<file path="src/rtl/hx8352_reg_reader.sv">
// -----------------------------------------------------------------------------
// hx8352_reg_reader
//
// Read-side companion to the HX8352 LCD write controller. Runs one 8080-style
// read transaction per accepted request: an index write (RS=0, WR strobe),
// a bus turnaround, then one or more RD strobes (RS=1). It returns each
// sampled 16-bit word with a one-cycle rd_valid pulse. When dummy_read is
// set, the first RD strobe is discarded, as GRAM reads require. The top
// level owns the shared lcd_* pins and the tristate data bus. data_oe tells
// it when to drive data_out.
//
// Ports
//   clk, rst        system clock (50 MHz); asynchronous active-high reset
//   req             start request, sampled only while idle
//   index           register index sent during the RS=0 write phase
//   rd_len          words to read minus one (0..255 -> 1..256 words)
//   dummy_read      discard the first RD strobe
//   busy            transaction in progress
//   rd_data         most recent sampled word
//   rd_valid        one-cycle pulse when rd_data holds a new word
//   lcd_cs          chip select, active-low
//   lcd_rs          0 = index cycle, 1 = data cycle
//   lcd_wr          write strobe, active-low
//   lcd_rd          read strobe, active-low
//   data_out        value driven onto the bus while data_oe=1
//   data_oe         bus drive enable for the top level
//   data_in         bus read value, sampled directly (pad-synchronous)
// -----------------------------------------------------------------------------
module hx8352_reg_reader #(
  parameter int WR_LOW  = 3,
  parameter int WR_HIGH = 3,
  parameter int TURN    = 2,
  parameter int RD_LOW  = 8,
  parameter int RD_HIGH = 5
) (
  input  logic        clk,
  input  logic        rst,
  input  logic        req,
  input  logic [15:0] index,
  input  logic [7:0]  rd_len,
  input  logic        dummy_read,
  output logic        busy,
  output logic [15:0] rd_data,
  output logic        rd_valid,
  output logic        lcd_cs,
  output logic        lcd_rs,
  output logic        lcd_wr,
  output logic        lcd_rd,
  output logic [15:0] data_out,
  output logic        data_oe,
  input  logic [15:0] data_in
);

  typedef enum logic [2:0] {
    S_IDLE,
    S_IDX_WRL,
    S_IDX_WRH,
    S_TURN,
    S_RD_L,
    S_RD_H
  } state_t;

  // Phase counter width: every phase length must fit in 8 bits.
  localparam int CNT_W = 8;

  // A phase counter is loaded with (length - 1). The phase ends on the
  // cycle where the counter reads zero.
  localparam logic [CNT_W-1:0] WR_LOW_M1  = CNT_W'(WR_LOW  - 1);
  localparam logic [CNT_W-1:0] WR_HIGH_M1 = CNT_W'(WR_HIGH - 1);
  localparam logic [CNT_W-1:0] TURN_M1    = CNT_W'(TURN    - 1);
  localparam logic [CNT_W-1:0] RD_LOW_M1  = CNT_W'(RD_LOW  - 1);
  localparam logic [CNT_W-1:0] RD_HIGH_M1 = CNT_W'(RD_HIGH - 1);

  state_t            state_q, state_d;
  logic [CNT_W-1:0]  cnt_q, cnt_d;
  // Strobes still to run, including the current one. It can hold 257
  // (rd_len=255 plus a dummy strobe), so it needs 9 bits and never wraps.
  logic [8:0]        words_left_q, words_left_d;
  logic              dummy_pend_q, dummy_pend_d;

  logic [15:0]       rd_data_q, rd_data_d;
  logic              rd_valid_q, rd_valid_d;
  logic [15:0]       data_out_q, data_out_d;
  logic              busy_q, busy_d;
  logic              cs_q, cs_d;
  logic              rs_q, rs_d;
  logic              wr_q, wr_d;
  logic              rd_q, rd_d;
  logic              oe_q, oe_d;

  // Next-state logic. Outputs are decoded from state_d, so each registered
  // output changes on the same edge as the state it belongs to.
  always_comb begin
    // NOTE: every signal gets a default here, so no path through the case
    // leaves one unassigned and no latch is inferred.
    state_d      = state_q;
    cnt_d        = cnt_q;
    words_left_d = words_left_q;
    dummy_pend_d = dummy_pend_q;
    rd_data_d    = rd_data_q;
    rd_valid_d   = 1'b0;
    data_out_d   = data_out_q;

    case (state_q)
      S_IDLE: begin
        if (req) begin
          state_d      = S_IDX_WRL;
          cnt_d        = WR_LOW_M1;
          words_left_d = {1'b0, rd_len} + 9'd1 + {8'd0, dummy_read};
          dummy_pend_d = dummy_read;
          data_out_d   = index;
        end
      end

      S_IDX_WRL: begin
        if (cnt_q == '0) begin
          state_d = S_IDX_WRH;
          cnt_d   = WR_HIGH_M1;
        end else begin
          cnt_d = cnt_q - CNT_W'(1);
        end
      end

      S_IDX_WRH: begin
        if (cnt_q == '0) begin
          state_d = S_TURN;
          cnt_d   = TURN_M1;
        end else begin
          cnt_d = cnt_q - CNT_W'(1);
        end
      end

      S_TURN: begin
        if (cnt_q == '0) begin
          state_d = S_RD_L;
          cnt_d   = RD_LOW_M1;
        end else begin
          cnt_d = cnt_q - CNT_W'(1);
        end
      end

      S_RD_L: begin
        if (cnt_q == '0) begin
          state_d = S_RD_H;
          cnt_d   = RD_HIGH_M1;
          // Sample on the edge that ends the last RD-low cycle. The word then
          // appears, with rd_valid, in the first RD-high cycle. A dummy strobe
          // only clears its pending flag.
          if (dummy_pend_q) begin
            dummy_pend_d = 1'b0;
          end else begin
            rd_data_d  = data_in;
            rd_valid_d = 1'b1;
          end
        end else begin
          cnt_d = cnt_q - CNT_W'(1);
        end
      end

      S_RD_H: begin
        if (cnt_q == '0) begin
          if (words_left_q == 9'd1) begin
            state_d = S_IDLE;
          end else begin
            state_d      = S_RD_L;
            cnt_d        = RD_LOW_M1;
            words_left_d = words_left_q - 9'd1;
          end
        end else begin
          cnt_d = cnt_q - CNT_W'(1);
        end
      end

      default: begin
        state_d = S_IDLE;
      end
    endcase

    // Pin levels for the state being entered. WR and RD belong to different
    // states, so they can never both be low. OE drops before any RD phase.
    busy_d = (state_d != S_IDLE);
    cs_d   = (state_d == S_IDLE);
    rs_d   = !((state_d == S_IDX_WRL) || (state_d == S_IDX_WRH));
    wr_d   = (state_d != S_IDX_WRL);
    rd_d   = (state_d != S_RD_L);
    oe_d   = (state_d == S_IDX_WRL) || (state_d == S_IDX_WRH);
  end

  always_ff @(posedge clk or posedge rst) begin
    if (rst) begin
      state_q      <= S_IDLE;
      cnt_q        <= '0;
      words_left_q <= '0;
      dummy_pend_q <= 1'b0;
      rd_data_q    <= '0;
      rd_valid_q   <= 1'b0;
      data_out_q   <= '0;
      busy_q       <= 1'b0;
      cs_q         <= 1'b1;
      rs_q         <= 1'b1;
      wr_q         <= 1'b1;
      rd_q         <= 1'b1;
      oe_q         <= 1'b0;
    end else begin
      // NOTE: non-blocking assignments, so every flop samples the values
      // from before this edge, regardless of statement order.
      state_q      <= state_d;
      cnt_q        <= cnt_d;
      words_left_q <= words_left_d;
      dummy_pend_q <= dummy_pend_d;
      rd_data_q    <= rd_data_d;
      rd_valid_q   <= rd_valid_d;
      data_out_q   <= data_out_d;
      busy_q       <= busy_d;
      cs_q         <= cs_d;
      rs_q         <= rs_d;
      wr_q         <= wr_d;
      rd_q         <= rd_d;
      oe_q         <= oe_d;
    end
  end

  assign busy     = busy_q;
  assign rd_data  = rd_data_q;
  assign rd_valid = rd_valid_q;
  assign lcd_cs   = cs_q;
  assign lcd_rs   = rs_q;
  assign lcd_wr   = wr_q;
  assign lcd_rd   = rd_q;
  assign data_out = data_out_q;
  assign data_oe  = oe_q;

endmodule

</file>
<file path="config.mk">
export PLATFORM = sky130hd
export DESIGN_NAME = hx8352_reg_reader
export DESIGN_NICKNAME = d
export VERILOG_FILES = /design/src/rtl/hx8352_reg_reader.sv
export SDC_FILE = /design/constraint.sdc
export NUM_CORES = 1
export LEC_CHECK = 0
export CORE_AREA = 2 2 82 84
export DETAILED_ROUTE_END_ITERATION = 10
export DIE_AREA = 0 0 84 86
export GPL_ROUTABILITY_DRIVEN = 0
export PLACE_DENSITY = 0.83
export SLEW_MARGIN = 0
export SYNTH_ARGS = -nofsm -noshare
export SYNTH_HDL_FRONTEND = slang
export SYNTH_SLANG_ARGS = --single-unit
</file>
<file path="constraint.sdc">
create_clock -name clk -period 3.2 [get_ports clk]
set_input_delay 0.96 -clock clk [delete_from_list [all_inputs] [get_ports clk]]
set_output_delay 0.96 -clock clk [all_outputs]
set_load 0.01 [all_outputs]
</file>
==> results of run 1 <==
[through the flow]
step / utilization, % / setup WS [ns] / power, mW / hold slack, ns
detailed placement: 61.0 / 0.534 / 2.20 / 0.462
global placement: 61.0 / 0.616 / 2.15 / 0.458
CTS: 64.2 / 0.676 / 2.89 / 0.485
global route: 64.2 / 0.580 / 3.06 / 0.503
finish: 64.2 / 0.675 / 2.87 / 0.478
floorplan: - / 0.706 / 1.74 / 0.442
[layout make-up]
cell class                      count  area share, %
Tap cell                           77           2.39
Clock buffer                       14           4.04
Multi-Input combinational cell    212           32.2
Sequential cell                    60           37.4
Timing Repair Buffer               90           21.9
Inverter                           13           1.21
Clock inverter                      2          0.870
[routing by layer]
metal	track usage, %	vias up	wire (um)
met5	0	-	0
met4	5.43	0	78
met3	6.45	10	485
met2	32.6	105	3220
met1	25.3	1195	3060
li1	-	1202	-
[layout by cell type, fill, tap and decap left out, types with 6 or more instances in the layout]
cell type,Yosys,routed
clkdlybuf4s50_1,0,82
nand2_1,65,65
dfrtp_1,56,56
nor2_1,20,20
a21oi_1,15,15
inv_1,13,12
clkbuf_8,0,11
o21ai_0,10,10
nor3_1,9,9
a31oi_1,9,9
mux2_4,9,9
nand3_1,8,8
buf_4,0,8
mux2_2,7,7
or3_1,6,6
xor2_1,6,6
ha_1,6,6
[sequential cells by signal (all words and copies together), names as in the netlist, 3 cells and up]
signal / cells
words_left_q: 9
state_q: 3
rd_data: 16
cnt_q: 8
data_out: 16
[path summary, 6_finish.rpt]
kind,start,to,cells after the start
worst max-delay path,cnt_q[0],rd_data[3],6
worst min-delay path,data_out[2],data_out[2],2
worst max register to register,cnt_q[0],rd_data[3],6
worst min register to register,data_out[2],data_out[2],2
max in group asynchronous,rst,lcd_wr,3
min in group asynchronous,rst,data_out[7],2
[cell families after synthesis]
group | synth area share [%]
flops | 51.4
fa+ha+maj | 2.56
compound gates | 11.3
xor+xnor | 2.69
simple gates | 19.8
mux | 7.98
buf+inv | 4.39
[worst max-delay path: stages, from the launching register on]
cell     delay (ns)
dfrtp_1        0.40
inv_1          0.11
ha_1           0.15
or4b_1         0.44
or2_1          0.34
or4_4          0.62
mux2_4         0.35
[power breakdown]
part | internal (mW) | switching, mW | leakage (nW)
clock network | 0.402 | 0.278 | 0.101
logic | 0.516 | 0.450 | 1.02
registers | 1.01 | 0.209 | 0.712
total | 1.93 | 0.937 | 1.83
==> results, run 1 <==
- The run finished with clean final reports.
- The sum of net half-perimeters after detailed placement is 5090 um.
- The prevailing post-synth register cell is dfrtp_1.
- The minimum clock period is 2.52 ns.
- Yosys printed 0 warnings.
- The fraction of registers with async set or reset after synthesis is 100%.
- The detailed router finished its first iteration with 177 violations.
- The category of the most critical setup path is flip-flop to flip-flop.
- The cell at the root of the clock tree is clkbuf_8.
- The highest clock rate is 396 MHz.
- Among all cell types in the netlist, the one instantiated most often is nand2_1.
- The routed layout has 2,512 vias.
- Summing all multi-input logic gate instances after layout gives 1300 um^2.
- The maximum number of pins on one net before global-route repair is 29.
- The antenna diode count is 0.
- The total number of nets in the final design is 436.
- The remaining antenna violation count is 0.
- TritonCTS built the clock tree.
- The boundary pin count is 83.
- The post-CTS clock slew at the launch and capture registers of the worst setup and hold paths is 0.06 ns.
- The number of failing hold endpoints at the final stage was 0.
- Summed over all cells, the static leakage comes to 1.83 nW.
- The number of antenna violations at the first check in global routing came to 0.
- The clock sink count is 60.
- Summing all non-filler instances in the final layout gives an area of 4030 um^2.
- The netlist area before placement is 2930 um^2.
- The flip-flop and latch count after synthesis is 60.
- The data required time of the critical path is 3.41 ns.
- The number of nets in the synthesized netlist is 348.
- Across all register-to-register paths, the minimum setup slack is 0.68 ns.
- By count the netlist is led by 65 x nand2_1, 56 x dfrtp_1, 20 x nor2_1, 15 x a21oi_1, 13 x inv_1.
- The filler cells instantiated in the layout total 489.
- STA classifies the critical path endpoint as a flip-flop.
- The number of setup buffers added after CTS is 0.
- The total CTS buffers is 9.
- The global-route usage over all layers is 19.8%.
- The maximum fanout count along the critical path is 17.
- Setup violations remaining at the end of the flow were counted as 0.
- Measured along the x axis, the die boundary spans 84 um.
- The core area is 6280 um^2.
- Between clock sinks in the finished design, the worst skew comes to 0.00756 ns.
- The floorplan die area is 7220 um^2.
- Once placement completed, the tool counted placed cells totaling 452.
- The final setup TNS is 0 ns.
- The number of H-tree branching levels is 3.
- The total count of max-transition violations in the final report is 0.
- The maximum ir drop on the vdd rail is 0.440 mV.
- Excluding fillers, the count of instances in the completed layout stands at 468.
- The number of remaining DRC errors is 0.
- The number of violations of the max-capacitance limit is 0.
- Ranked by total cell area, the synthesized netlist is headed by dfrtp_1 48%, nand2_1 8.3%, mux2_4 4.6%.
- Dividing the detail-routed wire length by the instance count gives 14.6 um.
- The number of detailed-route iterations in the first pass is 4.
- The standard-cell row count is 29.
- The synthesized netlist contains 47 unique library cells.
- The path class of the tightest hold or removal check is flip-flop to flip-flop.
- The synthesized design contains 0 enable-type register cells.
- The per-instance average area after synthesis is 9.84 um^2.
- In this run, post-CTS repair resized a total of 0 instances.
- The worst-skew pair later-pin latency is 0.33 ns.
- Setup repair after global routing left no endpoint under its margin.
- In this run the vertical extent of the chip is 86 um.
- The number of global-route vias before repair is 2,390.
- The worst setup path is launched from a flip-flop.
- The slew at the pin closest to its max-slew limit is 0.553 ns.
- The area share of the largest cell type after synthesis is 47.8%.
- The sequential cell area is 1510 um^2.
- The total of buffers placed on input and output ports is 82.
- Global routing finished with a remaining overflow of 0.
- The number of hold buffers added after cts is 0.
- Sequential cells were found to cover 51.4% of the synthesized design area.
- The part of the cycle the worst path needs is 78.9%.
- Data on the critical path arrives at its endpoint at 2.74 ns.
- The fraction of final layout cells sized beyond drive strength 1 is 11.5%.
- The clock passes through at most 2 buffers.
- Using the TritonRoute via totals, the vias-per-cell ratio works out to 5.37.
- Dividing total power by cell area gives a power density of 712 nW/um^2.
- The global-route wire length before repair is 11,300 um.
- The gate count after technology mapping is 298.
- The effective utilization at floorplan is 46.7%.
- The cell type with the highest aggregate area in the netlist is dfrtp_1.
- Compared with the post-synthesis result, the final layout area differs by 37.3%.
- The final layout contains routed wiring with a total length of 6850 um.
- Measured against its own limit, the worst slew margin works out to 63.1%.
- Once placement finished, the instance area stood at 3830 um^2.
(Power assumes the default switching activity.)
==> inputs of run 2 (changes only) <==
- clock period: 3.2 -> 2.65 ns (I/O delays scaled with it)
==> run 2 against run 1 <==
Design area rose by 0.25%. Clock-buffer cell count fell by 2. Register-to-register slack got worse by 0.48 ns. Utilization rose by 0.16 points. Die area did not move. Highest routed layer unchanged. Largest cell class unchanged. Critical path type unchanged. Combinational power rose by 21%. Sequential cell count did not move. Critical path depth did not move. Setup slack got worse by 0.48 ns. Maximum frequency rose by 2.9%. Clock power rose by 22%. Sequential power rose by 20%.
==> results, run 2 (synthesis results as in run 1) <==
- The number of remaining DRC errors is 0 (unchanged).
- The total CTS buffers is 9 (unchanged).
- The core area is 6280 um^2 (unchanged).
- The global-route wire length before repair is 11,400 um (+1.0%).
- The maximum ir drop on the vdd rail came to 0.543 mV (+23%).
- Traced cell by cell, the critical path runs through inv_1 > ha_1 > or4b_1 > or2_1 > or4_4 > mux2_4.
- The standard-cell row count came to 29 (unchanged).
- The total number of nets in the final design was 435 (-0.23%).
- The number of failing hold endpoints at the final stage is 0 (unchanged).
- The maximum fanout count along the critical path was 17 (unchanged).
- The arrival time at the worst endpoint came to 2.67 ns (-0.07 ns).
- The initial detailed-routing violation count is 132 (-25%).
- The global-route usage over all layers came to 19.6% (-0.18 points).
- The overall routed net length is 6790 um (-0.93%).
- The maximum number of pins on one net before global-route repair is 61 (+110%).
- The highest clock rate came to 408 MHz (+2.9%).
- The setup slack after layout is 0.197 ns (-0.479 ns).
- The count of vias placed by the detailed router came to 2,505 (-0.28%).
- The fraction of final layout cells sized beyond drive strength 1 came to 11.8% (+0.29 points).
- The total global routing overflow came to 0 (unchanged).
- The element type at the critical path start is a flip-flop.
- The boundary pin count was 83 (unchanged).
- The number of antenna violations at the first check in global routing is 0 (unchanged).
- The effective utilization at floorplan was 46.7% (unchanged).
- The minimum clock period is 2.45 ns (-0.0712 ns).
- The most common cell after layout, fill and taps aside is clkdlybuf4s50_1.
- The final setup TNS is 0 ns (unchanged).
- The number of H-tree branching levels is 3 (unchanged).
- The sum of net half-perimeters after detailed placement is 4890 um (-3.9%).
- The clock sink count is 60 (unchanged).
- The top cell types in the final layout, fill and taps aside, are 82 x clkdlybuf4s50_1, 65 x nand2_1, 56 x dfrtp_1.
- The number of hold buffers added after cts is 0 (unchanged).
- The placed instance count is 451 (-0.22%).
- The static leakage is 1.83 nW (about the same).
- The run finished with clean final reports.
- The post-detailed-route via-to-cell ratio was 5.36 (about the same).
- The data required time of the critical path is 2.86 ns (-0.55 ns).
- The standard cell area after detailed placement came to 3830 um^2 (+0.13%).
- The worst min-delay path class is flip-flop to flip-flop.
- The mean routed wirelength per cell was 14.5 um (-0.72%).
- The final core utilization was 64.3% (+0.16 points).
- The relative max-transition margin was 68.5% (+5.4 points).
- The number of detailed-route iterations in the first pass was 4 (unchanged).
- The critical path in this run is classified as flip-flop to flip-flop.
- The slew at the pin closest to its max-slew limit is 0.473 ns (-0.0797 ns).
- The clock skew is 0.00773 ns (+0.000167 ns).
- The number of global-route vias before repair was 2,441 (+2.1%).
- The clock tree buffer depth is 2 (unchanged).
- The worst stage delay on the critical path is 0.60 ns (-0.02 ns).
- The finished layout cell area is 4040 um^2 (+0.25%).
- The die outline height came to 86 um (unchanged).
- The area growth from synthesis to layout is 37.7%.
- Setup repair after global routing left no endpoint under its margin.
- The post-CTS resize count was 0 (unchanged).
- The power density of the placed cells is 860 nW/um^2 (+21%).
- The total count of max-transition violations in the final report is 0 (unchanged).
- The floorplan die area is 7220 um^2 (unchanged).
- The cell at the root of the clock tree is clkbuf_8.
- The antenna diode count is 0 (unchanged).
- The post-CTS clock slew at the launch and capture registers of the worst setup and hold paths is 0.07 ns (about the same).
- The part of the cycle the worst path needs is 92.6% (+14 points).
- The setup-violating endpoint count in the final report is 0 (unchanged).
- The cell type of the slowest stage on the worst timing path is or4_4.
- The number of violations of the max-capacitance limit is 0 (unchanged).
- The filler-free cell count of the finished design came to 467 (-0.21%).
- The worst setup slack after placement was 0.168 ns (-0.366 ns).
- The total of buffers placed on input and output ports is 82 (unchanged).
- TritonCTS built the clock tree.
- The worst-skew pair later-pin latency came to 0.33 ns (about the same).
- STA classifies the critical path endpoint as a flip-flop.
- The width of the chip is 84 um (unchanged).
- The remaining antenna violation count is 0 (unchanged).
- The number of setup buffers added after CTS is 0 (unchanged).
## run 2: changes by cell type in the layout (fill, tap and decap cells not counted)
cell,delta
clkbuf_1,-2
clkinv_2,+1
buf_12,+1
buf_4,-2
clkinvlp_4,+1
## run 2: final cells by class
| class | count | area [um^2] |
|---|---|---|
| fill | 489 | 2240 |
| sequential | 60 | 1510 |
| multi-input combinational | 212 | 1300 |
| timing repair buffer | 89 | 886 |
| clock buffer | 12 | 155 |
| tap | 77 | 96.3 |
| inverter | 13 | 48.8 |
| clock inverter | 4 | 47.5 |
## run 2: critical path: cells and delay by family, from the launching register on
family / cells / cell delay, ns
buffers and inverters: 1 / 0.11
flip-flops: 1 / 0.41
adder cells (fa/ha/maj): 1 / 0.15
AND/OR/NAND/NOR: 3 / 1.31
multiplexers: 1 / 0.35
## run 2: metrics by stage
stage	power (mW)	hold WS [ns]
global route	3.71	0.507
global placement	2.60	0.457
detailed placement	2.66	0.463
CTS	3.50	0.480
finish	3.47	0.479
floorplan	2.10	0.442
## run 2: final timing paths
path | cells past startpoint | start | slack, ns | end
hold / removal | 2 | data_out[6] | 0.48 | data_out[6]
setup reg to reg | 6 | cnt_q[0] | 0.20 | rd_data[0]
min in group asynchronous | 3 | rst | 0.83 | data_out[4]
max in group asynchronous | 3 | rst | 1.51 | lcd_rd
hold reg to reg | 2 | data_out[6] | 0.48 | data_out[6]
setup / recovery | 6 | cnt_q[0] | 0.20 | rd_data[0]
## run 2: per-layer routing
metal	global-route usage (%)	share of wire, %	up-vias
li1	-	-	1203
met2	31.9	47	95
met1	25.3	45	1195
met5	0	0	-
met4	7.18	1.8	0
met3	5.39	6.4	12
## run 2: power by group
part	total (mW)	internal, mW	switching [mW]
combinational	1.17	0.626	0.546
clock	0.829	0.482	0.346
sequential	1.47	1.22	0.250
total	3.47	2.33	1.14
